$ cat src/rtl/obf_lock_alu_if.sv
// Bus bundle for obf_lock_alu: operand/opcode in, masked accumulator and status out.
interface obf_lock_alu_if #(
  parameter int DATA_W = 8
);
  logic [DATA_W-1:0] datain;
  logic [1:0]        op;
  logic [DATA_W-1:0] dataout;
  logic              valid;
  logic              unlocked;

  modport master (output datain, output op, input dataout, input valid, input unlocked);
  modport slave  (input datain, input op, output dataout, output valid, output unlocked);
endinterface

$ cat src/rtl/obf_lock_alu.sv
// FSM-locked accumulator core. Stays locked until the KEY_LEN-word key arrives
// on {op, datain}; while locked every output word is XOR-masked with an LFSR.
// Optional feature macro: OBF_LOCKOUT_EN (adds a tries counter and a terminal
// LOCKOUT state after MAX_TRIES non-idle mismatches).
module obf_lock_alu #(
  parameter int                                DATA_W    = 8,
  parameter int                                KEY_LEN   = 4,
  parameter logic [KEY_LEN*(DATA_W+2)-1:0]     KEY_SEQ   = {10'h0F1, 10'h37E, 10'h1C3, 10'h2A5},
  parameter int                                MAX_TRIES = 3,
  parameter logic [DATA_W-1:0]                 LFSR_SEED = 8'hB4
) (
  input logic             clk,
  input logic             rst,
  obf_lock_alu_if.slave   bus
);

  localparam int W     = DATA_W + 2;
  localparam int IDX_W = (KEY_LEN > 1) ? $clog2(KEY_LEN) : 1;
`ifdef OBF_LOCKOUT_EN
  localparam int TRY_W = $clog2(MAX_TRIES + 1);
`endif

  typedef enum logic [1:0] {
    S_CHECK   = 2'd0,
    S_FUNC    = 2'd1
`ifdef OBF_LOCKOUT_EN
    ,
    S_LOCKOUT = 2'd2
`endif
  } state_t;

  state_t              r_state;
  state_t              w_state_nxt;
  logic [IDX_W-1:0]    r_idx;
  logic [IDX_W-1:0]    w_idx_nxt;
`ifdef OBF_LOCKOUT_EN
  logic [TRY_W-1:0]    r_tries;
  logic [TRY_W-1:0]    w_tries_nxt;
  logic [TRY_W-1:0]    w_tries_inc;
`endif
  logic [DATA_W-1:0]   r_acc;
  logic [DATA_W-1:0]   r_lfsr;
  logic                r_valid;
  logic [W-1:0]        w_key;
  logic [W-1:0]        w_step;
  logic                w_unlocked;

  assign w_key      = {bus.op, bus.datain};
  assign w_unlocked = (r_state == S_FUNC);

  // Select the key word expected at the current sequence position
  always_comb begin
    w_step = '0;
    for (int unsigned i = 0; i < KEY_LEN; i++) begin
      if (r_idx == IDX_W'(i)) begin
        w_step = KEY_SEQ[i*W +: W];
      end
    end
  end

  // Unlock FSM state, key index and tries registers
  always_ff @(posedge clk or negedge rst) begin
    if (!rst) begin
      r_state <= S_CHECK;
      r_idx   <= '0;
`ifdef OBF_LOCKOUT_EN
      r_tries <= '0;
`endif
    end else begin
      r_state <= w_state_nxt;
      r_idx   <= w_idx_nxt;
`ifdef OBF_LOCKOUT_EN
      r_tries <= w_tries_nxt;
`endif
    end
  end

  // Next-state logic: advance on match, ignore idle, restart on other mismatches
  always_comb begin
    w_state_nxt = r_state;
    w_idx_nxt   = r_idx;
`ifdef OBF_LOCKOUT_EN
    w_tries_inc = r_tries + TRY_W'(1);
    w_tries_nxt = r_tries;
`endif
    case (r_state)
      S_CHECK: begin
        if (w_key == w_step) begin
          if (r_idx == IDX_W'(KEY_LEN - 1)) begin
            w_state_nxt = S_FUNC;
          end else begin
            w_idx_nxt = r_idx + IDX_W'(1);
          end
        end else if (w_key != '0) begin
          // the mismatching word is not retried as step 0
          w_idx_nxt = '0;
`ifdef OBF_LOCKOUT_EN
          w_tries_nxt = w_tries_inc;
          if (w_tries_inc == TRY_W'(MAX_TRIES)) begin
            w_state_nxt = S_LOCKOUT;
          end
`endif
        end
      end
      default: begin
      end
    endcase
  end

  // Datapath: accumulator, valid flag and free-running mask LFSR
  always_ff @(posedge clk or negedge rst) begin
    if (!rst) begin
      r_acc   <= '0;
      r_valid <= 1'b0;
      r_lfsr  <= LFSR_SEED;
    end else begin
      case (bus.op)
        2'b01:   r_acc <= bus.datain;
        2'b10:   r_acc <= r_acc + bus.datain;
        2'b11:   r_acc <= r_acc ^ bus.datain;
        default: r_acc <= r_acc;
      endcase
      r_valid <= (bus.op != 2'b00);
      r_lfsr  <= {r_lfsr[DATA_W-2:0], r_lfsr[DATA_W-1] ^ r_lfsr[DATA_W-2]};
    end
  end

  assign bus.dataout  = r_acc ^ (r_lfsr & {DATA_W{~w_unlocked}});
  assign bus.valid    = r_valid;
  assign bus.unlocked = w_unlocked;

endmodule

$ cat src/flat_wrapper.sv
// flat-port wrapper written by rule: the top's interface ports become plain ports
module obf_lock_alu_flat 
#(
  parameter int                                DATA_W    = 8,
  parameter int                                KEY_LEN   = 4,
  parameter logic [KEY_LEN*(DATA_W+2)-1:0]     KEY_SEQ   = {10'h0F1, 10'h37E, 10'h1C3, 10'h2A5},
  parameter int                                MAX_TRIES = 3,
  parameter logic [DATA_W-1:0]                 LFSR_SEED = 8'hB4
)
  (clk, rst, bus_datain, bus_op, bus_dataout, bus_valid, bus_unlocked);
  obf_lock_alu_if #(.DATA_W(DATA_W)) bus_i ();
  input logic clk;
  input logic rst;
  input wire logic [$bits(bus_i.datain)-1:0] bus_datain;
  input wire logic [$bits(bus_i.op)-1:0] bus_op;
  output wire logic [$bits(bus_i.dataout)-1:0] bus_dataout;
  output wire logic [$bits(bus_i.valid)-1:0] bus_valid;
  output wire logic [$bits(bus_i.unlocked)-1:0] bus_unlocked;
  assign bus_i.datain = bus_datain;
  assign bus_i.op = bus_op;
  assign bus_dataout = bus_i.dataout;
  assign bus_valid = bus_i.valid;
  assign bus_unlocked = bus_i.unlocked;
  obf_lock_alu #(.DATA_W(DATA_W), .KEY_LEN(KEY_LEN), .KEY_SEQ(KEY_SEQ), .MAX_TRIES(MAX_TRIES), .LFSR_SEED(LFSR_SEED)) u_core (.clk(clk), .rst(rst), .bus(bus_i));
endmodule
$ cat config.mk
export PLATFORM = sky130hd
export DESIGN_NAME = obf_lock_alu_flat
export DESIGN_NICKNAME = d
export VERILOG_FILES = /design/src/rtl/obf_lock_alu_if.sv /design/src/rtl/obf_lock_alu.sv /design/src/flat_wrapper.sv
export SDC_FILE = /design/constraint.sdc
export NUM_CORES = 1
export LEC_CHECK = 0
export CORE_MARGIN = 2
export CORE_UTILIZATION = 50
export CTS_BUF_LIST = sky130_fd_sc_hd__clkbuf_8
export DETAILED_ROUTE_END_ITERATION = 12
export GPL_ROUTABILITY_DRIVEN = 0
export PLACE_DENSITY = 0.75
export SYNTH_ARGS = -nofsm -noshare
export SYNTH_HDL_FRONTEND = slang
export SYNTH_SLANG_ARGS = --single-unit
$ cat constraint.sdc
create_clock -name clk -period 5.5 [get_ports clk]
set_input_delay 1.1 -clock clk [delete_from_list [all_inputs] [get_ports clk]]
set_output_delay 1.1 -clock clk [all_outputs]
set_load 0.03 [all_outputs]
==> flow_summary.toml, run 1 <==
[placement]
dp_cells = 185
detailed_place.area_sq_mm = 0.00158
pre_cts_ws_ps = 2170
io_buffers = 21
dp_hpwl_mm = 2.24

[die]
dieWidth_um = 56.1
die_area_sq_mm = 0.00314
die_y_um = 56.1
rows = 18
io-pin-count = 22
core_sq_mm = 0.00252
start_util = 0.537

[yosys]
yosysSeqAreaShare = 0.373
ys_async_sr_fraction = 1.00
ys_ff_latch = 20
syn-num-nets = 163
synth_edf_count = 0
synth_xor_area_frac = 0.110
synth_area_sq_mm = 0.00136
synth_compound_area_frac = 0.161
yosysWarnings = 0
synth_top_family_by_area = "compound AO/OA/AOI/OAI gates"
synth_fa_ha_area_frac = 0.116
synth.distinct_cells = 37
synthMuxAreaShare = 0.0462
avgSynthCellArea_sq_um = 9.75
synth_cells = 139
ys.flop_type = "dfrtp_1"
synthSimpleGateAreaFrac = 0.152

[timing]
period_needed_ps = 3070
relSlewSlack = 0.378
finalSetupTns_ps = 0
rsz0062_at_grt = "false"
worst_slack_ps = 2430
drv_slew = 0
fin_crit_sh = 0.558
finalSetupViolations = 0
worstMarginPinSlew_ps = 930
final_hold_viol_count = 0
fin_worst_skew_ps = 3.93
fmax_mhz = 326
hold_slack_ps = 372

[routing]
vias = 1081
viasPerCell = 5.72
drtIter0Drc = 26
wl_per_cell_um = 15.9
dr.pass1.iters = 4
drc = 0
drtAntennaViolNets = 0
postRouteWirelength_mm = 3.00

[cts]
clk_pin_slew_ps = 80
cts_buffers = 3
cts.hold.buffers_added = 0
cts-root-buf = "clkbuf_8"
cts.sinks = 20
post-cts-setup-buffers = 0
cts_tree = "yes"
cts-resized-gates = 0
clkLatencyLatePin_ps = 270
cts_max_level = 1
cts_buffer_depth = 2

[run_status]
status = "complete, no violations"

[global_routing]
antenna_found_initial = 0
grtUsageTotal = 0.209
grt_max_degree = 22
grt_overflow_total = 0
grt_pass1_wl_mm = 5.06
grt_pass1_vias = 1125

[critical_path]
critPathArrivalTime_ps = 3230
cp_slowest_stage_delay_ps = 550
path_cells = "clkdlybuf4s50_1 > ha_1 > inv_1 > fa_1 > nor2b_1 > o21ai_1 > a211oi_1 > o21ai_0 > a31o_2"
path_max_fanout = 5
cp_slowest_cell = "clkdlybuf4s50_1"
path_class = "in2reg"
critPathCaptureType = "register"
cpLargestDelayFamily = "compound AO/OA/AOI/OAI gates"
worst-path-buf-inv = 2
critPathRequiredTime_ps = 5660
start_kind = "input port"

[power_and_ir_drop]
power_density_mw_per_mm2 = 356
p_leak_nw = 0.696
vdd_drop_max_mv = 0.244
fin_total_pwr_uw = 589

[layout]
layout_common_cells = "clkdlybuf4s50_1, dfrtp_1, nor2_1, ha_1, xnor2_1"
drive_gt1_frac = 0.0818
antenna_cells = 0
area_growth_pct = 21.9
fin_area_sq_mm = 0.00165
final_nets = 184
final_cells = 189
final_util = 0.655
layout_commonest_cell = "clkdlybuf4s50_1"

[run]
cap_violations = 0

[worst_hold_path]
hold_class = "reg2reg"
power breakdown:
| group | internal [mW] | switching [mW] | total [mW] | leakage [nW] |
|---|---|---|---|---|
| clock network | 0.0973 | 0.0553 | 0.153 | 0.0357 |
| logic | 0.116 | 0.131 | 0.247 | 0.417 |
| registers | 0.167 | 0.0216 | 0.189 | 0.243 |
| total | 0.380 | 0.208 | 0.589 | 0.696 |
cell families (layout without fill, tap and decap cells):
family	count (synthesis)	after routing
simple gates	39	39
compound gates	32	32
flops	20	20
xor+xnor	17	17
buf+inv	14	34
fa+ha+maj	12	12
mux	5	5
layer usage:
layer,vias up,GRT usage,wire length (um)
li1,528,-,-
met1,520,0.265,1400
met2,25,0.341,1400
met3,8,0.0442,129
met4,0,0.0918,65
met5,-,0,0
state kept, by name (all words and copies together) (netlist names):
register / flops
u_core.r_acc: 8
u_core.r_lfsr: 8
u_core.r_idx: 2
u_core.bus.valid: 1
u_core.r_state: 1
synthesized netlist by cell type (4+ instances only):
master / number / share of area
nor2b_1: 5 / 0.023
a21oi_1: 8 / 0.030
nand2_1: 5 / 0.014
ha_1: 11 / 0.10
mux2i_1: 4 / 0.030
dfstp_2: 4 / 0.078
inv_1: 9 / 0.025
nand2b_1: 7 / 0.032
nor2_1: 11 / 0.030
xor2_1: 7 / 0.045
xnor2_1: 10 / 0.065
dfrtp_1: 16 / 0.30
a211oi_1: 6 / 0.033
final cells by class:
cell class / instances / area, sq um
clock buffer: 3 / 41.3
clock inverter: 1 / 30.0
fill: 212 / 871
inverter: 9 / 33.8
multi-input combinational: 105 / 793
sequential: 20 / 505
tap: 30 / 37.5
timing repair buffer: 21 / 210
final timing paths:
path | from | end | slack, ps | cells after the start
max reg2reg | u_core.r_acc[0] | u_core.r_acc[6] | 3380 | 8
min in group asynchronous | rst | u_core.r_acc[0] | 1350 | 1
min reg2reg | u_core.r_lfsr[4] | u_core.r_lfsr[5] | 370 | 0
max | bus_datain[0] | u_core.r_acc[6] | 2430 | 9
max in group asynchronous | rst | u_core.r_lfsr[0] | 3580 | 1
min | u_core.r_lfsr[4] | u_core.r_lfsr[5] | 370 | 0
Power figures use the tool's default switching activity.
==> run 2, diff against run 1 <==
==> constraint.sdc (replaced) <==
create_clock -name clk -period 3 [get_ports clk]
set_input_delay 0.6 -clock clk [delete_from_list [all_inputs] [get_ports clk]]
set_output_delay 0.6 -clock clk [all_outputs]
set_load 0.03 [all_outputs]
==> run 2 against run 1 <==
Clock skew shrank 1.9 ps. Count of clock-buffer cells in the layout up 1. First-iteration DRC count grew 120%. Register-to-register slack got worse by 2400 ps. Die area unchanged. Non-clock buffer count up 2. Worst hold slack improved by 4.4 ps. Clock power increased by 35%. Sequential share of layout area about the same. Global-route usage shrank 1.1 points. Flip-flop and latch count did not move. Critical path type unchanged.
==> flow_summary.toml, run 2 (same netlist as run 1, synthesis figures left out) <==
[cts]
cts_tree = "yes"
post-cts-setup-buffers = 0
cts_max_level = 1
cts-root-buf = "clkbuf_8"
clkLatencyLatePin_ps = 260
cts_buffer_depth = 2
cts-resized-gates = 0
cts_buffers = 3
clk_pin_slew_ps = 70
cts.sinks = 20
cts.hold.buffers_added = 0

[critical_path]
r2r-end = "u_core.r_idx[0]"
critPathRequiredTime_ps = 3150
critPathCaptureType = "register"
path_max_fanout = 5
path_class = "in2reg"
critPathArrivalTime_ps = 2660
reg2reg_from = "u_core.r_idx[0]"
ff2ff_path_depth = 7
start_kind = "input port"
ff2ff_setup_slack_ps = 940

[routing]
drtAntennaViolNets = 0
vias = 1090
viasPerCell = 5.71
drtIter0Drc = 56
postRouteWirelength_mm = 2.94
dr.pass1.iters = 4
drc = 0
wl_per_cell_um = 15.4

[global_routing]
grt_pass1_wl_mm = 4.92
grt_pass1_vias = 1044
grtUsageTotal = 0.198
antenna_found_initial = 0
grt_max_degree = 21
grt_overflow_total = 0

[die]
core_sq_mm = 0.00252
io-pin-count = 22
die_y_um = 56.1
start_util = 0.537
rows = 18
dieWidth_um = 56.1
die_area_sq_mm = 0.00314

[layout]
layout_commonest_cell = "clkdlybuf4s50_1"
area_growth_pct = 21.8
antenna_cells = 0
layout_common_cells = "clkdlybuf4s50_1, dfrtp_1, nor2_1, ha_1, xnor2_1"
drive_gt1_frac = 0.0932
final_nets = 186
final_cells = 191
reg.largest.list = "u_core.r_acc: 8 flops, u_core.r_lfsr: 8 flops, u_core.r_idx: 2 flops"

[placement]
io_buffers = 21
dp_cells = 187
pre_cts_ws_ps = 266
dp_hpwl_mm = 2.19

[run_status]
status = "complete, no violations"

[power_and_ir_drop]
intPower_uw = 637
p_sw_uw = 375
p_comb_frac = 0.450
fin_total_pwr_mw = 1.01
p_sw_frac = 0.370
seq_power_share = 0.345
p_leak_nw = 0.698
vdd_drop_max_mv = 0.473
clock_power_share = 0.205
power_density_mw_per_mm2 = 613

[timing]
finalSetupTns_ps = 0
hold_slack_ps = 376
period_needed_ps = 2510
drv_slew = 0
fin_worst_skew_ps = 2.01
worst_slack_ps = 488
relSlewSlack = 0.381
finalSetupViolations = 0
fin_crit_sh = 0.837
worstMarginPinSlew_ps = 925
fmax_mhz = 398
rsz0062_at_grt = "false"
final_hold_viol_count = 0

[worst_hold_path]
hold_class = "reg2reg"
min_to = "u_core.r_lfsr[5]"
hp-start = "u_core.r_lfsr[4]"
min_path_cells = 0

[run]
cap_violations = 0
-- run 2: changes by cell type in the layout (fill, tap and decap cells not counted) --
cell	previous run	this run
buf_4	0	2
bufinv_16	1	0
clkbuf_8	3	4
-- run 2: final cells by class --
class | instances | area, sq um
Clock buffer | 4 | 55.1
Fill cell | 203 | 872
Timing Repair Buffer | 23 | 225
Multi-Input combinational cell | 105 | 793
Inverter | 9 | 33.8
Tap cell | 30 | 37.5
Sequential cell | 20 | 505
-- run 2: power groups by stage --
stage	sequential, mW	combinational, mW	clock [mW]
after detailed placement	0.354	0.453	0
after global placement	0.350	0.441	0
after global routing	0.352	0.497	0.223
after CTS	0.348	0.456	0.214
after floorplan	0.341	0.311	0
final	0.349	0.455	0.207
-- run 2: worst max path at each step --
stage | end | slack (ps) | cells after the start | from
CTS | u_core.r_acc[6] | 500 | 9 | bus_datain[0]
finish | u_core.r_acc[6] | 490 | 9 | bus_datain[0]
global placement | u_core.r_acc[6] | 310 | 9 | bus_datain[0]
detailed placement | u_core.r_acc[6] | 270 | 9 | bus_datain[0]
floorplan | u_core.r_acc[6] | 960 | 8 | bus_datain[0]
global route | u_core.r_acc[6] | 410 | 9 | bus_datain[0]
-- run 2: critical path, stage by stage --
cell	delay [ps]
clkdlybuf4s50_1	550
ha_1	200
inv_1	50
fa_1	370
nor2b_1	120
o21ai_1	80
a211oi_1	290
o21ai_0	140
a31o_2	250
-- run 2: stage by stage --
| stage | util | instance area, sq um |
|---|---|---|
| 4_1_cts | 0.654 | 1650 |
| 3_5_place_dp | 0.632 | 1600 |
| 2_1_floorplan | - | 1360 |
| 5_1_grt | 0.654 | 1650 |
| 6_report | 0.654 | 1650 |
| 3_3_place_gp | 0.632 | 1600 |
-- run 2: layer usage --
metal | up-vias | share of wire | GRT usage | wire, um
met1 | 521 | 0.47 | 0.277 | 1370
li1 | 530 | - | - | -
met5 | - | 0 | 0 | 0
met2 | 35 | 0.47 | 0.316 | 1390
met3 | 4 | 0.051 | 0.0488 | 149
met4 | 0 | 0.0078 | 0.0306 | 23
==> run 3, diff against run 2 <==
==> constraint.sdc (replaced) <==
create_clock -name clk -period 2.61 [get_ports clk]
set_input_delay 0.522 -clock clk [delete_from_list [all_inputs] [get_ports clk]]
set_output_delay 0.522 -clock clk [all_outputs]
set_load 0.03 [all_outputs]
==> run 3 against run 2 <==
Utilization rose by 2.1 points. Total power rose by 23%. Flip-flop and latch count did not move. Critical path type is now reg2out. Count of clock-buffer cells in the layout fell by 1. Critical path depth fell by 6. Combinational power rose by 16%. Register-to-register slack got worse by 420 ps. First-iteration DRC count fell by 66%.
==> flow_summary.toml, run 3 (same netlist as run 1, synthesis figures left out) <==
[cts]
cts.hold.buffers_added = 0
clk_pin_slew_ps = 80
cts_max_level = 1
cts_buffer_depth = 2
cts-resized-gates = 0
cts.sinks = 20
cts_buffers = 3
cts-root-buf = "clkbuf_8"
clkLatencyLatePin_ps = 260
post-cts-setup-buffers = 0
cts_tree = "yes"

[timing]
finalSetupTns_ps = 0
final_hold_viol_count = 0
worstMarginPinSlew_ps = 437
fin_crit_sh = 0.918
fin_worst_skew_ps = 1.17
finalSetupViolations = 0
drv_slew = 0
period_needed_ps = 2400
hold_slack_ps = 370
rsz0062_at_grt = "false"
fmax_mhz = 418
relSlewSlack = 0.708

[routing]
drc = 0
drtIter0Drc = 19
postRouteWirelength_mm = 3.10
vias = 1121
dr.pass1.iters = 4
viasPerCell = 5.72
drtAntennaViolNets = 0
wl_per_cell_um = 15.8

[run_status]
status = "complete, no violations"

[global_routing]
antenna_found_initial = 0
grt_max_degree = 21
grt_overflow_total = 0
grtUsageTotal = 0.215
grt_pass1_vias = 1118
grt_pass1_wl_mm = 5.29

[run]
cap_violations = 0

[layout]
drive_gt1_frac = 0.120
reg.largest.list = "u_core.r_acc: 8 flops, u_core.r_lfsr: 8 flops, u_core.r_idx: 2 flops"
antenna_cells = 0
area_growth_pct = 25.8
fin_area_sq_mm = 0.00170
layout_common_cells = "clkdlybuf4s50_1, dfrtp_1, nor2_1, ha_1, xnor2_1"
final_cells = 196
final_nets = 191
layout_commonest_cell = "clkdlybuf4s50_1"

[die]
rows = 18
die_y_um = 56.1
die_area_sq_mm = 0.00314
start_util = 0.537
io-pin-count = 22
dieWidth_um = 56.1
core_sq_mm = 0.00252

[critical_path]
critPathArrivalTime_ps = 1870
path_max_fanout = 12
cp_slowest_cell = "clkdlybuf4s50_1"
cp_slowest_stage_delay_ps = 710
critPathCaptureType = "primary output"
critPathRequiredTime_ps = 2090
path_cells = "nand2b_1 > xnor2_1 > clkdlybuf4s50_1"
start_kind = "register"
path_class = "reg2out"

[power_and_ir_drop]
vdd_drop_max_mv = 0.775
p_leak_nw = 0.729
power_density_mw_per_mm2 = 732

[placement]
detailed_place.area_sq_mm = 0.00163
dp_hpwl_mm = 2.25
dp_cells = 192
io_buffers = 21

[worst_hold_path]
hold_class = "reg2reg"
-- run 3: changes by cell type in the layout (fill, tap and decap cells not counted), sizes merged --
cell    before  now
buf          2    7
bufinv       0    1
clkbuf       4    3
-- run 3: cell type report --
type	count	area (sq um)
clock buffers	3	41.3
clock inverters	1	30.0
fillers	197	818
repair buffers	28	263
well taps	30	37.5
multi-input cells	105	793
inverters	9	33.8
flip-flops and latches	20	505
-- run 3: critical path, delay by kind of cell (launching register included) --
| family | cells | cell delay, ps |
|---|---|---|
| and+or+nand+nor | 1 | 220 |
| buffers and inverters | 1 | 710 |
| xor gates and xnor gates | 1 | 160 |
| DFF | 1 | 520 |
-- run 3: stage by stage --
stage	power, mW	utilization	setup WS [ps]
3_3_place_gp	0.915	0.647	64.5
3_5_place_dp	0.932	0.647	22.4
4_1_cts	1.25	0.676	212
2_1_floorplan	0.749	-	649
6_report	1.25	0.676	215
5_1_grt	1.32	0.676	103
-- run 3: worst paths after layout --
kind / startpoint / to / slack [ps] / depth (start not counted)
min: u_core.r_lfsr[4] / u_core.r_lfsr[5] / 370 / 0
max in group asynchronous: rst / u_core.r_lfsr[5] / 1750 / 2
min in group asynchronous: rst / u_core.r_acc[2] / 590 / 2
max reg2reg: u_core.r_idx[0] / u_core.r_idx[0] / 520 / 7
min reg2reg: u_core.r_lfsr[4] / u_core.r_lfsr[5] / 370 / 0
max: u_core.r_state[0] / bus_dataout[0] / 210 / 3
-- run 3: metal layers --
layer | vias to the layer above | global-route usage | wire length [um]
met1 | 530 | 0.281 | 1370
met2 | 45 | 0.338 | 1480
li1 | 540 | - | -
met3 | 6 | 0.0581 | 192
met5 | - | 0 | 0
met4 | 0 | 0.0816 | 51
-- run 3: power by group --
group | internal [mW] | switching, mW | total [mW]
Combinational | 0.251 | 0.280 | 0.530
Clock | 0.205 | 0.112 | 0.316
Sequential | 0.352 | 0.0481 | 0.400
Total | 0.807 | 0.439 | 1.25
